===== src/rtl/carrier_counter_if.sv =====
// Control/status bundle for the multi-channel carrier counter.
// The master side drives configuration and sync; the slave side returns counts and event pulses.
interface carrier_counter_if #(
    parameter int WIDTH  = 8,
    parameter int NUM_CH = 3
);
    logic                    enable;
    logic [1:0]              mode;
    logic [WIDTH-1:0]        max_count;
    logic                    sync_load;
    logic [NUM_CH*WIDTH-1:0] phase;
    logic [NUM_CH-1:0]       phase_dir;
    logic [NUM_CH*WIDTH-1:0] count;
    logic [NUM_CH-1:0]       dir;
    logic [NUM_CH-1:0]       zero_pulse;
    logic [NUM_CH-1:0]       top_pulse;
    logic [WIDTH-1:0]        max_act;

    modport master (
        output enable, mode, max_count, sync_load, phase, phase_dir,
        input  count, dir, zero_pulse, top_pulse, max_act
    );

    modport slave (
        input  enable, mode, max_count, sync_load, phase, phase_dir,
        output count, dir, zero_pulse, top_pulse, max_act
    );
endinterface


===== src/rtl/carrier_counter.sv =====
// Multi-channel phase-shiftable carrier counter with a shadowed period register.
// mode | meaning: 00 up-wrap | 01 down-wrap | 10 up-down triangle | 11 hold
module carrier_counter #(
    parameter int WIDTH  = 8,
    parameter int NUM_CH = 3
) (
    input logic              clk,
    input logic              reset_n,
    carrier_counter_if.slave bus
);
    typedef enum logic [1:0] {
        M_UP   = 2'b00,
        M_DOWN = 2'b01,
        M_UPDN = 2'b10,
        M_HOLD = 2'b11
    } mode_e;

    localparam logic [WIDTH-1:0] ONE = WIDTH'(1);

    logic [NUM_CH-1:0][WIDTH-1:0] count_q, count_d;
    logic [NUM_CH-1:0]            dir_q, dir_d;
    logic [NUM_CH-1:0]            zp_q, zp_d;
    logic [NUM_CH-1:0]            tp_q, tp_d;
    logic [WIDTH-1:0]             max_q, max_d;

    mode_e            mode;
    logic             step_en;
    logic             bnd0;
    logic [WIDTH-1:0] cnt;
    logic [WIDTH-1:0] nxt;
    logic [WIDTH-1:0] ph;

    assign mode    = mode_e'(bus.mode);
    assign step_en = bus.enable && (mode != M_HOLD);

    always_ff @(posedge clk or negedge reset_n) begin
        if (!reset_n) begin
            count_q <= '0;
            dir_q   <= '1;
            zp_q    <= '0;
            tp_q    <= '0;
            max_q   <= '1;
        end else begin
            count_q <= count_d;
            dir_q   <= dir_d;
            zp_q    <= zp_d;
            tp_q    <= tp_d;
            max_q   <= max_d;
        end
    end

    always_comb begin
        count_d = count_q;
        dir_d   = dir_q;
        zp_d    = '0;
        tp_d    = '0;
        max_d   = max_q;
        bnd0    = 1'b0;
        cnt     = '0;
        nxt     = '0;
        ph      = '0;

        if (bus.sync_load) begin
            for (int i = 0; i < NUM_CH; i++) begin
                ph          = bus.phase[i*WIDTH +: WIDTH];
                count_d[i]  = (ph > max_q) ? max_q : ph;
            end
            dir_d = bus.phase_dir;
        end else begin
            if (step_en) begin
                for (int i = 0; i < NUM_CH; i++) begin
                    cnt = count_q[i];
                    nxt = cnt;
                    // A zero period pins every channel at 0 regardless of mode.
                    if (max_q == '0) begin
                        count_d[i] = '0;
                        zp_d[i]    = 1'b1;
                    end else begin
                        case (mode)
                            M_UP: begin
                                if (cnt >= max_q) begin
                                    count_d[i] = '0;
                                    zp_d[i]    = 1'b1;
                                end else begin
                                    nxt        = cnt + ONE;
                                    count_d[i] = nxt;
                                    tp_d[i]    = (nxt == max_q);
                                end
                            end
                            M_DOWN: begin
                                if (cnt == '0) begin
                                    count_d[i] = max_q;
                                    tp_d[i]    = 1'b1;
                                end else begin
                                    nxt        = cnt - ONE;
                                    count_d[i] = nxt;
                                    zp_d[i]    = (nxt == '0);
                                end
                            end
                            M_UPDN: begin
                                if (dir_q[i]) begin
                                    if (cnt >= max_q) begin
                                        nxt      = max_q - ONE;
                                        dir_d[i] = 1'b0;
                                        zp_d[i]  = (nxt == '0);
                                    end else begin
                                        nxt     = cnt + ONE;
                                        tp_d[i] = (nxt == max_q);
                                    end
                                end else begin
                                    if (cnt == '0) begin
                                        nxt      = ONE;
                                        dir_d[i] = 1'b1;
                                        tp_d[i]  = (max_q == ONE);
                                    end else begin
                                        nxt     = cnt - ONE;
                                        zp_d[i] = (nxt == '0);
                                    end
                                end
                                count_d[i] = nxt;
                            end
                            default: ;
                        endcase
                    end
                end

                case (mode)
                    M_UP:    bnd0 = (count_q[0] >= max_q);
                    M_DOWN:  bnd0 = (count_q[0] == '0);
                    M_UPDN:  bnd0 = (count_q[0] == '0) && (!dir_q[0] || (max_q == '0));
                    default: bnd0 = 1'b0;
                endcase
            end

            if (!step_en || bnd0) begin
                max_d = bus.max_count;
            end
        end
    end

    assign bus.count      = count_q;
    assign bus.dir        = dir_q;
    assign bus.zero_pulse = zp_q;
    assign bus.top_pulse  = tp_q;
    assign bus.max_act    = max_q;
endmodule


===== src/flat_wrapper.sv =====
// flat-port wrapper written by rule: the top's interface ports become plain ports
module carrier_counter_flat 
#(
    parameter int WIDTH  = 8,
    parameter int NUM_CH = 3
)
  (clk, reset_n, bus_enable, bus_mode, bus_max_count, bus_sync_load, bus_phase, bus_phase_dir, bus_count, bus_dir, bus_zero_pulse, bus_top_pulse, bus_max_act);
  carrier_counter_if #(.WIDTH(WIDTH), .NUM_CH(NUM_CH)) bus_i ();
  input logic clk;
  input logic reset_n;
  input wire logic [$bits(bus_i.enable)-1:0] bus_enable;
  input wire logic [$bits(bus_i.mode)-1:0] bus_mode;
  input wire logic [$bits(bus_i.max_count)-1:0] bus_max_count;
  input wire logic [$bits(bus_i.sync_load)-1:0] bus_sync_load;
  input wire logic [$bits(bus_i.phase)-1:0] bus_phase;
  input wire logic [$bits(bus_i.phase_dir)-1:0] bus_phase_dir;
  output wire logic [$bits(bus_i.count)-1:0] bus_count;
  output wire logic [$bits(bus_i.dir)-1:0] bus_dir;
  output wire logic [$bits(bus_i.zero_pulse)-1:0] bus_zero_pulse;
  output wire logic [$bits(bus_i.top_pulse)-1:0] bus_top_pulse;
  output wire logic [$bits(bus_i.max_act)-1:0] bus_max_act;
  assign bus_i.enable = bus_enable;
  assign bus_i.mode = bus_mode;
  assign bus_i.max_count = bus_max_count;
  assign bus_i.sync_load = bus_sync_load;
  assign bus_i.phase = bus_phase;
  assign bus_i.phase_dir = bus_phase_dir;
  assign bus_count = bus_i.count;
  assign bus_dir = bus_i.dir;
  assign bus_zero_pulse = bus_i.zero_pulse;
  assign bus_top_pulse = bus_i.top_pulse;
  assign bus_max_act = bus_i.max_act;
  carrier_counter #(.WIDTH(WIDTH), .NUM_CH(NUM_CH)) u_core (.clk(clk), .reset_n(reset_n), .bus(bus_i));
endmodule

===== config.mk =====
export PLATFORM = sky130hd
export DESIGN_NAME = carrier_counter_flat
export DESIGN_NICKNAME = d
export VERILOG_FILES = /design/src/rtl/carrier_counter_if.sv /design/src/rtl/carrier_counter.sv /design/src/flat_wrapper.sv
export SDC_FILE = /design/constraint.sdc
export NUM_CORES = 1
export LEC_CHECK = 0
export BUFFER_PORTS_ARGS = -buffer_cell sky130_fd_sc_hd__buf_2
export CAP_MARGIN = 15
export CORE_MARGIN = 5
export CORE_UTILIZATION = 54
export CTS_CLUSTER_DIAMETER = 50
export DETAILED_ROUTE_END_ITERATION = 12
export PLACE_DENSITY_LB_ADDON = 0.15
export SLEW_MARGIN = 5
export SYNTH_ARGS = -nofsm -noshare
export SYNTH_HDL_FRONTEND = slang
export SYNTH_SLANG_ARGS = --single-unit

===== constraint.sdc =====
create_clock -name clk -period 3.1 [get_ports clk]
set_clock_uncertainty 0.2 [all_clocks]
set_input_delay 0.62 -clock clk [delete_from_list [all_inputs] [get_ports clk]]
set_output_delay 0.62 -clock clk [all_outputs]
set_load 0.03 [all_outputs]

Word-level counts from Yosys, hierarchy flattened
Cells that the tools add are included.
Operators by class
  mux-type cells: 83
  equal/unequal tests: 8
  reductions and logical operators: 21
  magnitude comparators: 6
  bitwise operators: 1
  $add $sub $neg: 7
Operators by type and width (count)
  $mux W8: 21
  $pmux W8 S3: 3
  $logic_not A8 Y1: 8
  $mux W24: 2
  $mux W1: 44
  $sub A8 B1 Y8 const B: 4
  $add A8 B1 Y8 const B: 3
  $eq A8 B8 Y1: 3
  $ge A8 B8 Y1: 3
  $gt A8 B8 Y1: 3
  $pmux W1 S3: 7
  $mux W3: 6
  $eq A8 B1 Y1 const B: 1
  $reduce_bool A5 Y1: 1
  $ne A2 B2 Y1 const B: 2
  $reduce_and A2 Y1: 2
  $reduce_bool A2 Y1: 2
  $reduce_and A3 Y1: 1
  $eq A2 B1 Y1 const B: 1
  $eq A2 B2 Y1 const B: 1
  $logic_and A1 B1 Y1: 2
  $logic_not A1 Y1: 2
  $logic_not A2 Y1: 1
  $logic_or A1 B1 Y1: 2
  $not A1 Y1: 1
Word-level totals
  register bits after elaboration: 41
  logic and storage cells: 133
  output and inout port bits: 41

Logic depth before layout (Yosys ltp)
  depth in word-level cells: 8
  mapped depth: 12
  gate-level depth less buffers: 9

Worst setup path after synthesis
OpenSTA, ideal clock, no wires.
  path kind: register to register
  from: register u_core.max_q[6] (netlist: u_core.bus.max_act[6])
  to: register u_core.max_q[2] (netlist: u_core.bus.max_act[2])
  library setup time: 0.082 ns
  arrival: 3.121 ns
  required time: 2.818 ns
  clock period less this slack: 3.404 ns
  setup slack: -0.304 ns
  stages on the path, launching flop included: 11
  cells stage by stage: dfstp_2 > buf_2 > clkinv_1 > ha_1 > and3_1 > a221oi_1 > o21ai_1 > a21oi_1 > a21o_1 > buf_2 > mux2_2
On the way
  word-level cells in the longest chain between the ends: 8
Ends and longest elaborated chain
  from (decl): RTL line carrier_counter.sv:24  | logic [WIDTH-1:0] max_q, max_d;
  from (signal assigned): RTL line carrier_counter.sv:48  | max_q <= max_d;
  branches (longest 3 deep; another with $ge A8 B8 Y1)
  $pmux W1 S3 (*): RTL line carrier_counter.sv:127  | case (mode)
  $mux W1 (*): RTL line carrier_counter.sv:70  | if (step_en) begin
  $mux W1 (*): RTL line carrier_counter.sv:63  | if (bus.sync_load) begin
  $logic_or A1 B1 Y1 (*): RTL line carrier_counter.sv:135  | if (!step_en || bnd0) begin
  $reduce_and A2 Y1 (no source line) (*)
Mark *: on every way between the ends. The select of a mux whose other input is x is not followed.
A chain may end at the register's enable or synchronous reset.

Worst setup path in the final report
  from: register u_core.max_q[0] (netlist: u_core.bus.max_act[0])
  to: register u_core.count_q (netlist bit u_core.bus.count[16])
On the way
  word-level cells in the longest chain between the ends: 7
Ends and longest elaborated chain
  $sub A8 B1 Y8 / $ge A8 B8 Y1 (equally long branches): RTL line carrier_counter.sv:103, carrier_counter.sv:81, carrier_counter.sv:102
  $mux W8: RTL line carrier_counter.sv:102  | if (cnt >= max_q) begin
  $mux W8: RTL line carrier_counter.sv:101  | if (dir_q[i]) begin
  $pmux W8 S3: RTL line carrier_counter.sv:79  | case (mode)
  $mux W8: RTL line carrier_counter.sv:75  | if (max_q == '0) begin
  $mux W24: RTL line carrier_counter.sv:70
  $mux W24: RTL line carrier_counter.sv:63
  to (signal assigned): RTL line carrier_counter.sv:44  | count_q <= count_d;
  to (decl): RTL line carrier_counter.sv:20  | logic [NUM_CH-1:0][WIDTH-1:0] count_q, count_d;
Several ways; a longest one is shown, not always the timed one. The select of a mux whose other input is x is not followed.

==> out/metrics.cfg <==
[outcome]
run_status = complete, no violations

[clocking]
clk_pin_slew_ns = 0.09
clockBufferDepth = 2
insertion_delay_ns = 0.31
cts_tree = done
htree_num_levels = 2
cts_buffers = 5
ctsRootBufferMaster = clkbuf_8
cts_hold_buf = 0
clock-sinks = 41

[floorplanning]
die_area_sq_mm = 0.0129
ios = 82
die_w_um = 113
core_area_sq_mm = 0.0104
row_count = 37
die_height_um = 113
start_util = 0.556

[placement]
preCtsSetupSlack_ns = 0.0121
io_buffers = 81
dp_hpwl_um = 17200
routabilityCongestion = 0.975

[synthesis]
synth_largest_area_cell = ha_1
ys_ff_latch = 41
syn_inst = 735
synthTopCellsByArea = ha_1 14%, dfrtp_1 13%, xnor2_1 5.6%
syn-num-nets = 841
synth_cell_types = 73
synth_top_flop_cell = dfrtp_1
synth_top_area_share = 0.141
ys_warn_count = 0
yosysMostFrequentCell = ha_1
ys_seq_area_frac = 0.180
synth-edff-count = 0
syn_avg_cell_area_sq_um = 7.85
synth_area_sq_mm = 0.00577
synth_common_cells = 65 x ha_1, 54 x nand2_1, 52 x o21ai_0
async_flop_share = 1.00

[global_route]
grt_pass1_wl_um = 34900
antenna_found_initial = 0
grt_use_total = 0.348
grt_max_degree = 42
grt_pass1_vias = 6192
grt_overflow_total = 0

[setup_path]
critical_path_class = flop to flop
cp_data_arrival_time_ns = 3.03
critPathSlowestCell = a21oi_2
startpoint_type = flop
critPathRequiredTime_ns = 3.09
crit_chain = buf_12 > inv_1 > ha_1 > nor4b_4 > nand2b_1 > a21oi_2 > buf_4 > nor2_1 > o21ai_0 > o211ai_1
path_buf_inv = 3
cp_slowest_stage_delay_ns = 0.69
end_kind = flop
path_delay_family = compound AO/OA/AOI/OAI gates
path_max_fanout = 15

[timing]
setup_viol = 0
tns_ns = 0
worst_pin_slew_ns = 1.03
timing.slew.headroom = 0.316
maxSlewViolCount = 0
max_freq_mhz = 329
hold_viol = 0
rsz0062_at_grt = false
fin_ws_ns = 0.0596
period_minus_slack_ns = 3.04
whs_ns = 0.286
finalCritPeriodShare = 0.981

[routing]
vias = 6601
vias_per_cell = 6.76
ant_nets = 0
drc = 0
drt_iter0_markers = 888
drt_pass1_iterations = 5
wl_per_cell_um = 23.6
routed_wirelength_um = 23000

[layout]
syn2layout_area_growth_pct = 17.7
diodes = 0
layout-drive-gt1-share = 0.260
postLayoutCoreUtil = 0.655
layout.nets = 945

[min_path]
min_path_type = input pin to async pin

[power]
vdd_ir_drop_max_v = 0.000347
power_leakage_nw = 2.99
cellPowerDensity_mw_per_mm2 = 659

[job]
cap_violations = 0

[registers in the layout, summed over array words and instances, names as in the netlist]
| signal | cells |
|---|---|
| u_core.bus.count | 24 |
| u_core.bus.max_act | 8 |
| u_core.bus.dir | 3 |
| u_core.bus.top_pulse | 3 |
| u_core.bus.zero_pulse | 3 |
[path summary, 6_finish.rpt]
kind                                                         from                          endpoint  slack, ns  cells after the start
worst max-delay path            u_core.bus.max_act[0]$_DFFE_PN1P_  u_core.bus.count[16]$_DFFE_PN0P_       0.06                     10
worst min-delay path                                      reset_n  u_core.bus.count[21]$_DFFE_PN0P_       0.29                      1
worst max register to register  u_core.bus.max_act[0]$_DFFE_PN1P_  u_core.bus.count[16]$_DFFE_PN0P_       0.06                     10
worst min register to register   u_core.bus.count[17]$_DFFE_PN0P_  u_core.bus.count[17]$_DFFE_PN0P_       0.43                      2
max in group asynchronous                                 reset_n  u_core.bus.count[15]$_DFFE_PN0P_       1.79                      1
min in group clk                                 bus_phase_dir[1]     u_core.bus.dir[1]$_DFFE_PN1P_       0.32                      2
[metrics by stage]
stage / instances / cell area, sq um / total power [mW]
4_1_cts: 974 / 6740 / 4.34
3_5_place_dp: 966 / 6660 / 3.95
2_1_floorplan: 735 / 5820 / 2.96
5_1_grt: 976 / 6790 / 4.74
6_report: 976 / 6790 / 4.48
3_3_place_gp: 966 / 6660 / 3.89
[layer usage]
metal	share of wire	GRT usage	wire [um]
met5	0	0	0
met1	0.40	0.478	9280
met4	0.041	0.133	935
met2	0.44	0.547	10200
met3	0.11	0.0556	2550
[logic make-up after synthesis]
family,share of synthesized area
simple gates,0.208
fa+ha+maj,0.141
buf+inv,0.0607
compound gates,0.255
mux,0.0720
xor+xnor,0.0835
flops,0.180
[cells in the final DEF, fill, tap and decap left out, types with 26 or more instances in the layout]
master    n
ha_1     65
nor2_1   47
nand3_1  27
nand2_1  54
a21oi_1  42
xnor2_1  37
buf_2    81
o21ai_0  52
mux2_2   26
dfrtp_1  30
buf_4    71
[power breakdown]
group	switching (mW)	internal, mW
clock network	0.218	0.157
logic	1.97	1.27
registers	0.203	0.659
total	2.39	2.08
[cell type report]
cell class / count / area [sq um]
Tap cell: 136 / 170
Fill cell: 946 / 3580
Clock inverter: 2 / 10.0
Multi-Input combinational cell: 612 / 4440
Sequential cell: 41 / 1040
Inverter: 26 / 98.8
Clock buffer: 6 / 72.6
Timing Repair Buffer: 153 / 958
[timing repair]
action | 4_1_cts | 5_1_grt
setup buffers | 0 | 2
setup endpoints to repair | 0 | 16
resized for setup | 0 | 6
[worst register-to-register path, stage by stage (launching register included)]
cell      delay [ns]
dfstp_2         0.60
buf_12          0.18
inv_1           0.11
ha_1            0.23
nor4b_4         0.14
nand2b_1        0.18
a21oi_2         0.69
buf_4           0.35
nor2_1          0.07
o21ai_0         0.07
o211ai_1        0.10
Power figures use the tool's default switching activity.
